===== config.mk =====
export PLATFORM = sky130hd
export DESIGN_NAME = painterengine_gpu_writer_feeder
export DESIGN_NICKNAME = d
export VERILOG_FILES = /design/src/rtl/painterengine_gpu_pkg.sv /design/src/rtl/painterengine_gpu_sync_fifo.sv /design/src/rtl/painterengine_gpu_writer_feeder.sv
export SDC_FILE = /design/constraint.sdc
export NUM_CORES = 1
export LEC_CHECK = 0
export ABC_CLOCK_PERIOD_IN_PS = 12750
export CAP_MARGIN = 0
export CELL_PAD_IN_SITES_DETAIL_PLACEMENT = 0
export CELL_PAD_IN_SITES_GLOBAL_PLACEMENT = 2
export CORE_ASPECT_RATIO = 0.8
export CORE_UTILIZATION = 49
export DETAILED_ROUTE_END_ITERATION = 12
export GPL_TIMING_DRIVEN = 1
export HOLD_SLACK_MARGIN = 0.05
export PLACE_DENSITY = 0.93
export SLEW_MARGIN = 25
export SYNTH_ARGS = -nofsm -noshare
export SYNTH_HDL_FRONTEND = slang
export SYNTH_SLANG_ARGS = --single-unit

===== constraint.sdc =====
create_clock -name i_wire_clock -period 12.75 [get_ports i_wire_clock]
set_input_delay 2.55 -clock i_wire_clock [delete_from_list [all_inputs] [get_ports i_wire_clock]]
set_output_delay 2.55 -clock i_wire_clock [all_outputs]
set_load 0.03 [all_outputs]

===== src/rtl/painterengine_gpu_pkg.sv =====
// rtl/painterengine_gpu_pkg.sv - shared types and widths for the GPU writer feeder slice.
package painterengine_gpu_pkg;

  localparam int LEN_W      = 32;
  localparam int UNDERRUN_W = 16;

  typedef enum logic [1:0] {
    FEEDER_IDLE  = 2'd0,
    FEEDER_RUN   = 2'd1,
    FEEDER_DRAIN = 2'd2,
    FEEDER_DONE  = 2'd3
  } feeder_state_t;

endpackage


===== src/rtl/painterengine_gpu_sync_fifo.sv =====
// rtl/painterengine_gpu_sync_fifo.sv - first-word-fall-through synchronous FIFO with flush.
module painterengine_gpu_sync_fifo #(
  parameter int PARAM_DATA_WIDTH = 32,
  parameter int PARAM_FIFO_DEPTH = 16
) (
  input  logic                              i_wire_clock,
  input  logic                              i_wire_reset,
  input  logic                              i_wire_flush,
  input  logic                              i_wire_push,
  input  logic [PARAM_DATA_WIDTH-1:0]       i_wire_push_data,
  input  logic                              i_wire_pop,
  output logic [PARAM_DATA_WIDTH-1:0]       o_wire_head_data,
  output logic                              o_wire_full,
  output logic                              o_wire_empty,
  output logic [$clog2(PARAM_FIFO_DEPTH):0] o_wire_level
);

  localparam int ADDR_W = $clog2(PARAM_FIFO_DEPTH);

  logic [PARAM_DATA_WIDTH-1:0] mem [PARAM_FIFO_DEPTH];
  logic [ADDR_W:0]             wr_ptr;
  logic [ADDR_W:0]             rd_ptr;
  logic                        wr_en;
  logic                        rd_en;

  // Pointers carry one extra MSB so equal low bits with differing MSB means full.
  assign o_wire_level     = wr_ptr - rd_ptr;
  assign o_wire_empty     = (wr_ptr == rd_ptr);
  assign o_wire_full      = (o_wire_level == (ADDR_W+1)'(PARAM_FIFO_DEPTH));
  assign o_wire_head_data = mem[rd_ptr[ADDR_W-1:0]];

  assign wr_en = i_wire_push && !o_wire_full && !i_wire_flush;
  assign rd_en = i_wire_pop && !o_wire_empty && !i_wire_flush;

  always_ff @(posedge i_wire_clock) begin
    if (wr_en) begin
      mem[wr_ptr[ADDR_W-1:0]] <= i_wire_push_data;
    end
  end

  always_ff @(posedge i_wire_clock) begin
    if (i_wire_reset || i_wire_flush) begin
      wr_ptr <= '0;
      rd_ptr <= '0;
    end else begin
      if (wr_en) wr_ptr <= wr_ptr + 1'b1;
      if (rd_en) rd_ptr <= rd_ptr + 1'b1;
    end
  end

endmodule


===== src/rtl/painterengine_gpu_writer_feeder.sv =====
// rtl/painterengine_gpu_writer_feeder.sv - FIFO-backed job feeder for one GPU DMA writer lane.
// Optional starvation counter enabled by PAINTERENGINE_GPU_FEEDER_UNDERRUN_EN.
module painterengine_gpu_writer_feeder
  import painterengine_gpu_pkg::*;
#(
  parameter int PARAM_DATA_WIDTH = 32,
  parameter int PARAM_FIFO_DEPTH = 16
) (
  input  logic                              i_wire_clock,
  input  logic                              i_wire_reset,
  input  logic                              i_wire_start,
  input  logic [LEN_W-1:0]                  i_wire_length,
  input  logic [PARAM_DATA_WIDTH-1:0]       i_wire_push_data,
  input  logic                              i_wire_push_valid,
  output logic                              o_wire_push_ready,
  output logic [PARAM_DATA_WIDTH-1:0]       o_wire_data,
  output logic                              o_wire_data_valid,
  input  logic                              i_wire_data_next,
  output logic [$clog2(PARAM_FIFO_DEPTH):0] o_wire_level,
  output logic                              o_wire_busy,
  output logic                              o_wire_done,
  output logic [UNDERRUN_W-1:0]             o_wire_underrun_count
);

  feeder_state_t               state;
  logic [LEN_W-1:0]            length_reg;
  logic [LEN_W-1:0]            pushed_count;
  logic [LEN_W-1:0]            popped_count;
  logic [PARAM_DATA_WIDTH-1:0] head_data;
  logic                        fifo_full;
  logic                        fifo_empty;
  logic                        push_fire;
  logic                        pop_fire;
  logic                        last_push;
  logic                        last_pop;

  assign o_wire_push_ready = (state == FEEDER_RUN) && !fifo_full && (pushed_count < length_reg);
  assign o_wire_data_valid = !fifo_empty && ((state == FEEDER_RUN) || (state == FEEDER_DRAIN));
  assign o_wire_data       = o_wire_data_valid ? head_data : '0;
  assign o_wire_busy       = (state == FEEDER_RUN) || (state == FEEDER_DRAIN);
  assign o_wire_done       = (state == FEEDER_DONE);

  // A start pulse wins over any handshake on the same edge.
  assign push_fire = i_wire_push_valid && o_wire_push_ready && !i_wire_start;
  assign pop_fire  = i_wire_data_next && o_wire_data_valid && !i_wire_start;
  assign last_push = push_fire && (pushed_count == length_reg - 1'b1);
  assign last_pop  = pop_fire && (popped_count == length_reg - 1'b1);

  painterengine_gpu_sync_fifo #(
    .PARAM_DATA_WIDTH (PARAM_DATA_WIDTH),
    .PARAM_FIFO_DEPTH (PARAM_FIFO_DEPTH)
  ) u_fifo (
    .i_wire_clock     (i_wire_clock),
    .i_wire_reset     (i_wire_reset),
    .i_wire_flush     (i_wire_start),
    .i_wire_push      (push_fire),
    .i_wire_push_data (i_wire_push_data),
    .i_wire_pop       (pop_fire),
    .o_wire_head_data (head_data),
    .o_wire_full      (fifo_full),
    .o_wire_empty     (fifo_empty),
    .o_wire_level     (o_wire_level)
  );

  always_ff @(posedge i_wire_clock) begin
    if (i_wire_reset) begin
      state        <= FEEDER_IDLE;
      length_reg   <= '0;
      pushed_count <= '0;
      popped_count <= '0;
    end else if (i_wire_start) begin
      length_reg   <= i_wire_length;
      pushed_count <= '0;
      popped_count <= '0;
      state        <= (i_wire_length == '0) ? FEEDER_DONE : FEEDER_RUN;
    end else begin
      if (push_fire) pushed_count <= pushed_count + 1'b1;
      if (pop_fire)  popped_count <= popped_count + 1'b1;
      case (state)
        FEEDER_RUN: begin
          if (last_pop)       state <= FEEDER_DONE;
          else if (last_push) state <= FEEDER_DRAIN;
        end
        FEEDER_DRAIN: begin
          if (last_pop) state <= FEEDER_DONE;
        end
        default: state <= state;
      endcase
    end
  end

`ifdef PAINTERENGINE_GPU_FEEDER_UNDERRUN_EN
  logic [UNDERRUN_W-1:0] underrun_count;

  always_ff @(posedge i_wire_clock) begin
    if (i_wire_reset || i_wire_start) begin
      underrun_count <= '0;
    end else if ((state == FEEDER_RUN) && fifo_empty && (underrun_count != '1)) begin
      underrun_count <= underrun_count + 1'b1;
    end
  end

  assign o_wire_underrun_count = underrun_count;
`else
  assign o_wire_underrun_count = '0;
`endif

endmodule


==> reports/metrics.yaml <==
outcome: "finished, final reports clean"
gp_congestion: 0.896
min_path_type: "register to register"
min_to: "popped_count[4]"
grt_antenna_before_repair: 3
r2r_slack_ns: 8.46
placed_area_sq_mm: 0.0293
grt_pass1_wl_um: 99100
synth_area_per_cell_sq_um: 15.8
coreArea_sq_mm: 0.0552
yosys_warnings: 0
r2r_start: "length_reg[19]"
io_pins: 126
clk_pin_slew_ns: 0.06
largest_register_ffs: 512
layoutNonFillerInstCount: 2637
crit_path_start_kind: "register"
vias_per_cell: 6.00
r2r_end: "u_fifo.mem[3][19]"
hold_violations: 0
end_kind: "output port"
synth-seq-area-share_pct: 64.5
cts_resized: 0
dieHeight_um: 213
final_util_pct: 56.6
min_from: "popped_count[4]"
synth_area_sq_mm: 0.0273
nNetsFinal: 1953
crit_top_cell: "mux4_2"
pwr-share-seq_pct: 53.2
cp_max_fo: 53
cp.arrival_ns: 4.73
grt_start_max_net_pins: 76
die-area_sq_mm: 0.0567
whs_path_depth: 2
clkPwrFrac_pct: 42.0
initial_core_util_pct: 49.5
regArea_sq_mm: 0.0176
rows: 77
max_slew.worst_pin.slew_ns: 1.04
net-switching-power_mw: 0.903
slowest_stage: "buf_6"
ys.flop_type: "edfxtp_1"
synth-async-reset-ratio_pct: 0
drc_errors: 0
setup_tns_ns: 0
drive_above_1_share_pct: 17.1
min_period_ns: 7.28
powerDensity_mw_per_mm2: 134
setup_viol: 0
slew_headroom_pct: 29.7
postCtsSetupBuffers: 0
cts_buffer_depth: 3
track_usage_pct: 23.7
wl_per_cell_um: 25.2
dp_hpwl_um: 38000
p_comb_share_pct: 4.8
finalMaxSlewViolations: 0
grt_pass1_vias: 15600
clk-insertion-delay-late_ns: 0.63
synth_cells: 1730
hold_buffers: 0
clock_sinks: 624
drtIter0Drc: 1609
area_growth_pct: 14.5
synth-seq-cells: 624
rsz0062_at_grt: "no"
synth-edff-count: 512
grt_overflow: 0
final_area_sq_mm: 0.0313
r2r_cells: 11
vias: 15800
maxCapViolations: 0
drtPass1Iterations: 5
leakagePower_nw: 9.99
die_x_um: 266
fillerInstances: 4155
dp.cells: 2524
worstPathRequired_ns: 10.20
power.internal_mw: 3.29
max_freq_ghz: 0.137
path_class: "register to output port"
synth_cell_types: 71
wl_um: 66400
period_share_pct: 57.1
crit_path_max_incr_delay_ns: 0.65
swShare_pct: 21.6
peakVddDrop_uv: 131
htreeDepth: 2
port_buffers: 109
ant_nets: 0
cts_tree: "built"
numCtsBuffers: 59
fin_skew_ns: 0.0300
crit_chain: "buf_16 > buf_4 > buf_6 > mux4_2 > mux4_2 > and3_1 > clkdlybuf4s50_1"
multi_input_area_sq_mm: 0.00918
clockRootBuffer: "clkbuf_16"
## how the worst max path moves through the flow
stage,to,cells after the start,startpoint
after floorplan,u_fifo.mem[0][0],6,i_wire_start
after global placement,o_wire_data[22],6,register
after detailed placement,o_wire_data[22],6,register
after CTS,o_wire_data[22],6,register
after global routing,o_wire_data[22],7,register
final,o_wire_data[22],7,register
## power by group through the flow
stage	logic [mW]	clock network, mW	registers (mW)
2_1_floorplan	0.124	0	2.26
3_3_place_gp	0.193	0	2.27
3_5_place_dp	0.197	0	2.27
4_1_cts	0.198	1.79	2.23
5_1_grt	0.217	1.86	2.23
6_report	0.202	1.76	2.23
## cells by family (layout without fill, tap and decap cells)
group	count (synthesis)	count (layout)	share of synthesized area [%]
AO/OA/AOI/OAI	123	123	2.93
XOR/XNOR	140	140	4.79
adder cells (fa/ha/maj)	48	48	2.23
buffers and inverters	167	308	2.60
flip-flops	624	624	64.5
multiplexers	196	196	14.5
other	1	17	0.0137
AND/OR/NAND/NOR	431	431	8.44
## layout make-up
type / instances / area share [%]
Clock inverter: 34 / 1.09
Clock buffer: 77 / 5.17
Antenna cell: 1 / 0.00800
Multi-Input combinational cell: 954 / 29.4
Timing Repair Buffer: 139 / 4.31
Sequential cell: 624 / 56.4
Tap cell: 750 / 3.00
Inverter: 58 / 0.696
## stage by stage
step / total power [mW] / setup WS (ns) / hold slack (ns)
2_1_floorplan: 2.38 / 6.36 / 0.459
3_3_place_gp: 2.46 / 5.53 / 0.500
3_5_place_dp: 2.47 / 5.52 / 0.509
4_1_cts: 4.22 / 4.85 / 0.520
5_1_grt: 4.31 / 5.17 / 0.553
6_report: 4.19 / 5.47 / 0.516
## cell usage after synthesis (24+ instances only)
cell type,number,share of area (%)
a21oi_1,38,0.70
dfxtp_1,112,8.2
nor4_1,24,0.55
ha_1,47,2.2
nand4_1,43,0.98
xor2_1,55,1.8
nor3_1,27,0.49
nand3_1,31,0.57
clkbuf_1,70,0.96
inv_1,58,0.80
o21ai_0,33,0.60
nand2_1,56,0.77
nor2_1,131,1.8
xnor2_1,79,2.5
and3_1,52,1.2
edfxtp_1,512,56
mux2i_1,36,1.3
mux4_2,160,13
## critical path: cells and delay by family (launching register included)
| kind | cells | cell delay (ns) |
|---|---|---|
| buffers and inverters | 4 | 2.10 |
| DFF | 1 | 0.57 |
| muxes | 2 | 1.08 |
| and+or+nand+nor | 1 | 0.27 |
## layer usage
| layer | up-vias | routed length [um] | track usage, % |
|---|---|---|---|
| met1 | 8089 | 29300 | 35.5 |
| met3 | 89 | 5260 | 3.82 |
| met4 | 4 | 1270 | 5.55 |
| met5 | - | 30 | 0 |
| met2 | 708 | 30600 | 36.6 |
| li1 | 6939 | - | - |
## cell usage in the layout (no fill, tap or decap), types with 5 or more instances in the layout
master,instances
or4_1,5
bufinv_16,5
nor3_2,5
a31oi_1,5
and3_1,52
nor4_1,23
nor3_1,23
clkbuf_1,12
ha_1,47
xor2_1,55
clkbuf_16,61
or3_1,22
nand4_1,43
buf_4,27
a21oi_1,38
inv_1,57
clkdlybuf4s50_1,108
mux2i_1,36
o21ai_0,33
nand2b_1,5
mux4_2,160
nand3_1,31
conb_1,16
dfxtp_1,108
xnor3_1,6
edfxtp_1,512
nor2_4,14
and4_1,6
xnor2_1,79
clkinv_2,8
and2_1,6
nand2_1,55
clkinv_1,11
nor2_1,119
(Power assumes the default switching activity.)
